==> src/rtl/bcd2bin11.sv <==
// bcd2bin11: sequential 4-digit BCD to 11-bit binary converter using reverse double-dabble.
module bcd2bin11 #(
  parameter int BIN_W = 11,
  parameter int N_DIG = 4
) (
  input  logic             clk,
  input  logic             reset,
  input  logic             start,
  input  logic [3:0]       ones,
  input  logic [3:0]       tens,
  input  logic [3:0]       hundreds,
  input  logic [3:0]       thousands,
  output logic [BIN_W-1:0] B,
  output logic             busy,
  output logic             done,
  output logic             ovf,
  output logic             digit_err
);
  localparam int BW = 4 * N_DIG;
  localparam int CW = $clog2(BIN_W + 1);
  typedef enum logic [1:0] {IDLE, SHIFT, DONE} state_t;
  state_t           state_q, state_d;
  logic [BW-1:0]    bcd_sr_q, bcd_sr_d, sh_bcd, cor_bcd, digits;
  logic [BIN_W-1:0] bin_sr_q, bin_sr_d, sh_bin, b_q, b_d;
  logic [CW-1:0]    cnt_q, cnt_d;
  logic             derr_q, derr_d, bad;
  logic             ovf_q, ovf_d, digit_err_q, digit_err_d, done_q, done_d;
  logic             last;
  assign digits = {thousands, hundreds, tens, ones};
  assign last   = cnt_q == CW'(BIN_W - 1);
  always_ff @(posedge clk or posedge reset) begin
    if (reset) state_q <= IDLE;
    else       state_q <= state_d;
  end
  always_comb begin
    state_d = state_q == IDLE  ? (start ? SHIFT : IDLE) :
              state_q == SHIFT ? (last ? DONE : SHIFT) : IDLE;
  end
  // Shift the whole {bcd, bin} pair right, then pull each digit back into BCD range.
  always_comb begin
    {sh_bcd, sh_bin} = {bcd_sr_q, bin_sr_q} >> 1;
    cor_bcd = sh_bcd;
    bad = 1'b0;
    for (int i = 0; i < N_DIG; i++) begin
      cor_bcd[4*i+:4] = sh_bcd[4*i+:4] >= 4'd8 ? sh_bcd[4*i+:4] - 4'd3 : sh_bcd[4*i+:4];
      bad = bad | (digits[4*i+:4] > 4'd9);
    end
  end
  always_comb begin
    bcd_sr_d    = bcd_sr_q;
    bin_sr_d    = bin_sr_q;
    cnt_d       = cnt_q;
    derr_d      = derr_q;
    b_d         = b_q;
    ovf_d       = ovf_q;
    digit_err_d = digit_err_q;
    done_d      = 1'b0;
    if (state_q == IDLE && start) begin
      bcd_sr_d = digits;
      bin_sr_d = '0;
      cnt_d    = '0;
      derr_d   = bad;
    end else if (state_q == SHIFT) begin
      bcd_sr_d = cor_bcd;
      bin_sr_d = sh_bin;
      cnt_d    = cnt_q + 1'b1;
      if (last) begin
        b_d         = derr_q ? '0 : sh_bin;
        ovf_d       = !derr_q && cor_bcd != '0;
        digit_err_d = derr_q;
        done_d      = 1'b1;
      end
    end
  end
  always_ff @(posedge clk or posedge reset) begin
    if (reset) begin
      bcd_sr_q    <= '0;
      bin_sr_q    <= '0;
      cnt_q       <= '0;
      derr_q      <= 1'b0;
      b_q         <= '0;
      ovf_q       <= 1'b0;
      digit_err_q <= 1'b0;
      done_q      <= 1'b0;
    end else begin
      bcd_sr_q    <= bcd_sr_d;
      bin_sr_q    <= bin_sr_d;
      cnt_q       <= cnt_d;
      derr_q      <= derr_d;
      b_q         <= b_d;
      ovf_q       <= ovf_d;
      digit_err_q <= digit_err_d;
      done_q      <= done_d;
    end
  end
  assign B         = b_q;
  assign busy      = state_q != IDLE;
  assign done      = done_q;
  assign ovf       = ovf_q;
  assign digit_err = digit_err_q;
endmodule

==> config.mk <==
export PLATFORM = sky130hd
export DESIGN_NAME = bcd2bin11
export DESIGN_NICKNAME = d
export VERILOG_FILES = /design/src/rtl/bcd2bin11.sv
export SDC_FILE = /design/constraint.sdc
export NUM_CORES = 1
export LEC_CHECK = 0
export BUFFER_PORTS_ARGS = -buffer_cell sky130_fd_sc_hd__buf_4
export CAP_MARGIN = 25
export CORE_MARGIN = 5
export CORE_UTILIZATION = 47
export DETAILED_ROUTE_END_ITERATION = 16
export PLACE_DENSITY = 0.68
export SETUP_SLACK_MARGIN = 0.1
export SLEW_MARGIN = 40
export SYNTH_ARGS = -nofsm -noshare
export SYNTH_HDL_FRONTEND = slang
export SYNTH_SLANG_ARGS = --single-unit
==> constraint.sdc <==
create_clock -name clk -period 1.8 [get_ports clk]
set_input_delay 0.18 -clock clk [delete_from_list [all_inputs] [get_ports clk]]
set_output_delay 0.18 -clock clk [all_outputs]
set_load 0.02 [all_outputs]
==> results.sh, run 1 <==
export IMPL_clk_latency_ps=310
export IMPL_antenna_found_initial=0
export IMPL_tns_ps=0
export IMPL_grt_overflow=0
export IMPL_ant_nets=0
export IMPL_area_growth_pct=18.6
export IMPL_path_cells="inv_1 -> ha_1 -> nand4b_1 -> o21ai_0 -> a41o_1 -> o21ai_0"
export IMPL_fin_util=0.574
export IMPL_ioPinCount=34
export IMPL_wirelength_um=4600
export IMPL_grt_max_degree=48
export IMPL_pre_cts_ws_ps=324
export IMPL_antenna_cells=0
export IMPL_p_sw_uw=1860
export IMPL_hpwl_um=3220
export IMPL_fillers=444
export IMPL_final_common_cell="nand2_1"
export IMPL_fin_ws_ps=315
export IMPL_max_stage_delay_ps=470
export IMPL_hold_class="in2async"
export IMPL_gp_congestion=0.758
export IMPL_p_leak_uw=0.00132
export IMPL_rows=25
export IMPL_timing_hold_ws_ps=17.9
export IMPL_die_area_um2=6360
export IMPL_crit_top_cell="o21ai_0"
export IMPL_p_per_area_nw_per_um2=1740
export IMPL_place_area_um2=2590
export IMPL_slew_viol_final=0
export IMPL_path_delay_family="flip-flops"
export IMPL_fp_coreArea_um2=4720
export IMPL_dieHeight_um=79.7
export IMPL_skew_ps=8.38
export IMPL_nets=299
export IMPL_ys_types=35
export IMPL_routedWlPerCell_um=13.5
export IMPL_grt_usage=0.166
export IMPL_critPathLaunchType="flop"
export IMPL_avgSynthCellArea_um2=9.56
export IMPL_postCtsSetupBuffers=0
export IMPL_start_util=0.484
export IMPL_portBuffers=33
export IMPL_cp_end_kind="flop"
export IMPL_p_comb_frac=0.407
export IMPL_synth_nets=266
export IMPL_grt_pass1_vias=1673
export IMPL_ff2ff_path_depth=6
export IMPL_critPathRequiredTime_ps=2000
export IMPL_root_buffer="clkbuf_8"
export IMPL_stdcell_area_um2=2710
export IMPL_synth_top_area_share=0.515
export IMPL_drive_above_1_share=0.198
export IMPL_synth_area_um2=2280
export IMPL_numCtsBuffers=5
export IMPL_status="complete, no violations"
export IMPL_ys_seq_area_frac=0.515
export IMPL_min_period_ps=1480
export IMPL_grt_pass1_wl_um=8110
export IMPL_ctsLongestPathBuffers=2
export IMPL_drc=0
export IMPL_numClockSinks=47
export IMPL_ctsHoldBuffers=0
export IMPL_finalHoldViolations=0
export IMPL_cp_max_fo=7
export IMPL_max_slew_margin=0.606
export IMPL_layout_common_cells="nand2_1 (60), dfrtp_1 (47), buf_4 (39), o21ai_0 (25), nand3b_1 (11)"
export IMPL_vias=1709
export IMPL_cts_tree="yes"
export IMPL_avgViaCountPerCell=5.03
export IMPL_drv_cap=0
export IMPL_fmax_mhz=673
export IMPL_setup_viol=0
export IMPL_rsz0062_at_grt="false"
export IMPL_yosys_warnings=0
export IMPL_first_pass_iters=4
export IMPL_drtIter0Drc=98
export IMPL_p_sw_frac=0.396
export IMPL_die_x_um=79.7
export IMPL_p_seq_frac=0.424
export IMPL_synthCells=239
export IMPL_tightestPinTransition_ps=591
export IMPL_worstSetupPathType="reg2reg"
export IMPL_fin_crit_sh=0.825
export IMPL_critical_path_arrival_ps=1680
export IMPL_clk_pin_slew_ps=90
export IMPL_synth_area_leaders="dfrtp_1 (51%), nand2_1 (9.9%), o21ai_0 (5.5%)"
export IMPL_internal_power_uw=2850
export IMPL_yosys_area_top_type="dfrtp_1"
export IMPL_peakVddDrop_mv=0.739
export IMPL_synth_ff_latch_count=47
export IMPL_critPathBufInv=1
export IMPL_p_clk_frac=0.169
export IMPL_cts_htree_levels=2
export IMPL_ctsResizeCount=0
export IMPL_crit_cells=6
export IMPL_critPathSlowestCell="dfrtp_1"
## layer usage
metal  up-vias  routed length (um)  global-route usage
li1        873                   -                   -
met1       783                2150               0.219
met2        46                2090               0.264
met3         7                 276              0.0395
met4         0                  80              0.0619
met5         -                   0                   0
## flip-flops by register name, indices dropped and copies added (netlist names)
register   count
B             11
ovf            1
done           1
digit_err      1
bcd_sr_q      16
derr_q         1
state_q        2
cnt_q          4
bin_sr_q      10
## Yosys cell counts
cell,instances
ha_1,8
nand2b_1,1
nor3b_4,1
nor4_1,1
inv_1,10
and3b_1,1
nor3_1,1
and2_1,3
and2b_4,1
nor2_1,7
mux2i_1,3
nand4_1,1
and4_1,1
a221o_1,6
a22oi_1,5
o21ai_1,5
buf_6,1
buf_2,6
inv_2,1
nand2_1,60
nand3b_1,11
nor2_4,1
a41oi_1,1
clkbuf_1,5
a21o_1,1
buf_4,1
dfrtp_1,47
o21ai_0,25
nand2_2,1
a22oi_2,1
nor2b_1,3
nand4b_1,3
a41o_1,1
xnor2_1,6
nand3_1,9
## stage by stage
stage / cells / power (uW)
floorplan: 239 / 3350
global placement: 332 / 3910
detailed placement: 332 / 3960
CTS: 340 / 4770
global route: 340 / 5120
finish: 340 / 4710
## worst register-to-register path, cell delays in order, from the launching register on
cell	delay, ps
dfrtp_1	470
inv_1	80
ha_1	300
nand4b_1	160
o21ai_0	110
a41o_1	200
o21ai_0	70
## logic make-up after synthesis
| family | after synthesis | share of synthesized area |
|---|---|---|
| AO/OA/AOI/OAI | 45 | 0.125 |
| AND/OR/NAND/NOR | 106 | 0.232 |
| adder cells (fa/ha/maj) | 8 | 0.0438 |
| multiplexers | 3 | 0.0131 |
| flip-flops | 47 | 0.515 |
| XOR/XNOR | 6 | 0.0230 |
| buffers and inverters | 24 | 0.0476 |
## final timing paths
check	startpoint	to	slack, ps
setup / recovery	bcd_sr_q[1]$_DFFE_PP0P_	ovf$_DFFE_PP0P_	320
hold / removal	reset	B[9]$_DFFE_PP0P_	20
setup reg to reg	bcd_sr_q[1]$_DFFE_PP0P_	ovf$_DFFE_PP0P_	320
hold reg to reg	B[6]$_DFFE_PP0P_	B[6]$_DFFE_PP0P_	470
max in group asynchronous	reset	bcd_sr_q[14]$_DFFE_PP0P_	1380
min in group clk	tens[3]	bcd_sr_q[7]$_DFFE_PP0P_	80
## final cells by class
| type | count | area, um2 | area share |
|---|---|---|---|
| sequential | 47 | 1180 | 0.434 |
| multi-input combinational | 168 | 1000 | 0.369 |
| timing repair buffer | 39 | 293 | 0.108 |
| tap | 67 | 83.8 | 0.0309 |
| clock buffer | 5 | 68.8 | 0.0254 |
| clock inverter | 3 | 47.5 | 0.0175 |
| inverter | 11 | 41.3 | 0.0152 |
## power groups by stage
stage	sequential [uW]	clock, uW	combinational, uW
CTS	2000	817	1950
finish	2000	797	1920
global placement	1990	0	1920
global route	2090	858	2180
floorplan	2010	0	1340
detailed placement	2020	0	1940
Power figures use the tool's default switching activity.
==> run 2: changes to the inputs <==
Clock period 1.8 ns to 1.56 ns, I/O delays scaled along.
==> run 2 against run 1 <==
  * Worst hold slack improved by 49 ps
  * Worst setup slack got worse by 170 ps
  * Cell count rose by 3.2%
  * Utilization rose by 2.6 points
  * Sequential share of layout area decreased by 1.9 points
  * Total power increased by 21%
  * Sequential power increased by 13%
  * First-iteration DRC count decreased by 12%
  * Die area is the same
  * Register-to-register slack worse by 170 ps
==> results.sh, run 2 (synthesis gave the netlist of run 1 again) <==
export IMPL_grt_use_met2=0.238
export IMPL_path_cells="inv_2 -> ha_4 -> nand4b_1 -> o21ai_0 -> a41o_1 -> o21ai_0"
export IMPL_area_growth_pct=24.1
export IMPL_crit_top_cell="o21ai_0"
export IMPL_max_stage_delay_ps=430
export IMPL_cts_htree_levels=2
export IMPL_path_delay_family="compound AO/OA/AOI/OAI gates"
export IMPL_fp_coreArea_um2=4720
export IMPL_tns_ps=0
export IMPL_root_buffer="clkbuf_8"
export IMPL_grt_pass1_vias=1621
export IMPL_critPathBufInv=1
export IMPL_hpwl_um=3280
export IMPL_max_slew_margin=0.692
export IMPL_drive_above_1_share=0.236
export IMPL_fmax_mhz=707
export IMPL_grt_max_degree=48
export IMPL_cts_tree="yes"
export IMPL_antenna_cells=0
export IMPL_vias=1793
export IMPL_top_usage_layer="met2"
export IMPL_layout_common_cells="nand2_1 (60), dfrtp_1 (46), buf_4 (46), o21ai_0 (25), nand3b_1 (11)"
export IMPL_final_common_cell="nand2_1"
export IMPL_rsz0062_at_grt="true"
export IMPL_die_area_um2=6360
export IMPL_p_per_area_nw_per_um2=2000
export IMPL_clk_pin_slew_ps=90
export IMPL_start_util=0.484
export IMPL_finalPower_uw=5680
export IMPL_ioPinCount=34
export IMPL_die_x_um=79.7
export IMPL_antenna_found_initial=0
export IMPL_drc=0
export IMPL_routedWlPerCell_um=13.6
export IMPL_setup_viol=0
export IMPL_gp_congestion=0.825
export IMPL_critPathRequiredTime_ps=1790
export IMPL_clk_latency_ps=300
export IMPL_ctsLongestPathBuffers=2
export IMPL_rows=25
export IMPL_peakVddDrop_mv=0.891
export IMPL_portBuffers=33
export IMPL_slew_viol_final=0
export IMPL_first_pass_iters=4
export IMPL_avgViaCountPerCell=5.11
export IMPL_dieHeight_um=79.7
export IMPL_p_leak_uw=0.00139
export IMPL_fin_crit_sh=0.906
export IMPL_grt_overflow=0
export IMPL_grt_usage=0.157
export IMPL_status="complete, no violations"
export IMPL_critPathSlowestCell="dfrtp_1"
export IMPL_tightestPinTransition_ps=462
export IMPL_cp_end_kind="flop"
export IMPL_use_met1=0.220
export IMPL_critical_path_arrival_ps=1640
export IMPL_skew_ps=6.47
export IMPL_cp_max_fo=5
export IMPL_finalHoldViolations=0
export IMPL_drv_cap=0
export IMPL_min_period_ps=1410
export IMPL_numCtsBuffers=5
export IMPL_grt_pass1_wl_um=7710
export IMPL_numClockSinks=47
export IMPL_worstSetupPathType="reg2reg"
export IMPL_largest_reg_flops=16
export IMPL_use_met3=0.0350
export IMPL_critPathLaunchType="flop"
export IMPL_hold_class="in2reg"
export IMPL_wirelength_um=4790
export IMPL_drtIter0Drc=86
export IMPL_ant_nets=0
export IMPL_nets=310
export IMPL_top_register="bcd_sr_q"
## run 2: cell types whose count changed in the layout (fill, tap and decap cells not counted)
cell,change
buf_4,+7
buf_12,+2
dfrtp_1,-1
dfrtp_2,+1
dlygate4sd3_1,+1
ha_1,-1
ha_4,+1
inv_1,-1
inv_4,+1
nor2_2,+1
## run 2: worst paths after layout
check | endpoint | cells after the start | start | slack [ps]
setup / recovery | ovf$_DFFE_PP0P_ | 6 | bcd_sr_q[2]$_DFFE_PP0P_ | 150
hold / removal | bcd_sr_q[11]$_DFFE_PP0P_ | 3 | hundreds[3] | 70
setup reg to reg | ovf$_DFFE_PP0P_ | 6 | bcd_sr_q[2]$_DFFE_PP0P_ | 150
hold reg to reg | B[9]$_DFFE_PP0P_ | 2 | B[9]$_DFFE_PP0P_ | 470
max in group asynchronous | bcd_sr_q[10]$_DFFE_PP0P_ | 4 | reset | 880
min in group asynchronous | digit_err$_DFFE_PP0P_ | 4 | reset | 440
## run 2: stage by stage
stage / cells / hold slack [ps] / instance area (um2) / setup slack [ps] / utilization
finish: 351 / 67.3 / 2840 / 147 / 0.600
global route: 351 / 58.2 / 2840 / 74.3 / 0.600
CTS: 345 / 62.8 / 2780 / 113 / 0.588
detailed placement: 336 / 222 / 2650 / 129 / 0.561
global placement: 336 / 223 / 2650 / 193 / 0.561
floorplan: 239 / 272 / 2280 / 202 / -
## run 2: cell type report
cell class	instances	area, um2
Tap cell	67	83.8
Clock inverter	3	47.5
Sequential cell	47	1180
Multi-Input combinational cell	169	1020
Fill cell	429	1890
Inverter	11	43.8
Clock buffer	5	68.8
Timing Repair Buffer	49	395
## run 2: power by group
group / total [uW] / switching, uW / internal [uW]
combinational: 2510 / 1300 / 1200
sequential: 2260 / 495 / 1760
clock: 916 / 430 / 486
total: 5680 / 2230 / 3450
## run 2: what timing repair did
item	in CTS	in global routing
setup buffers	0	5
hold buffers	1	0
resized for setup	0	4
hold endpoints to repair	47	0
setup endpoints to repair	0	12
## run 2: per-layer routing
layer	vias up	part of all wire
met5	-	0
met4	0	0.015
met3	5	0.057
met2	46	0.46
met1	848	0.47
li1	894	-
## run 2: worst register-to-register path, delay by kind of cell (launching register included)
family	cells	cell delay [ps]
DFF	1	430
buffers and inverters	1	80
adders and majority gates	1	270
AOI/OAI and AO/OA	3	470
and+or+nand+nor	1	100
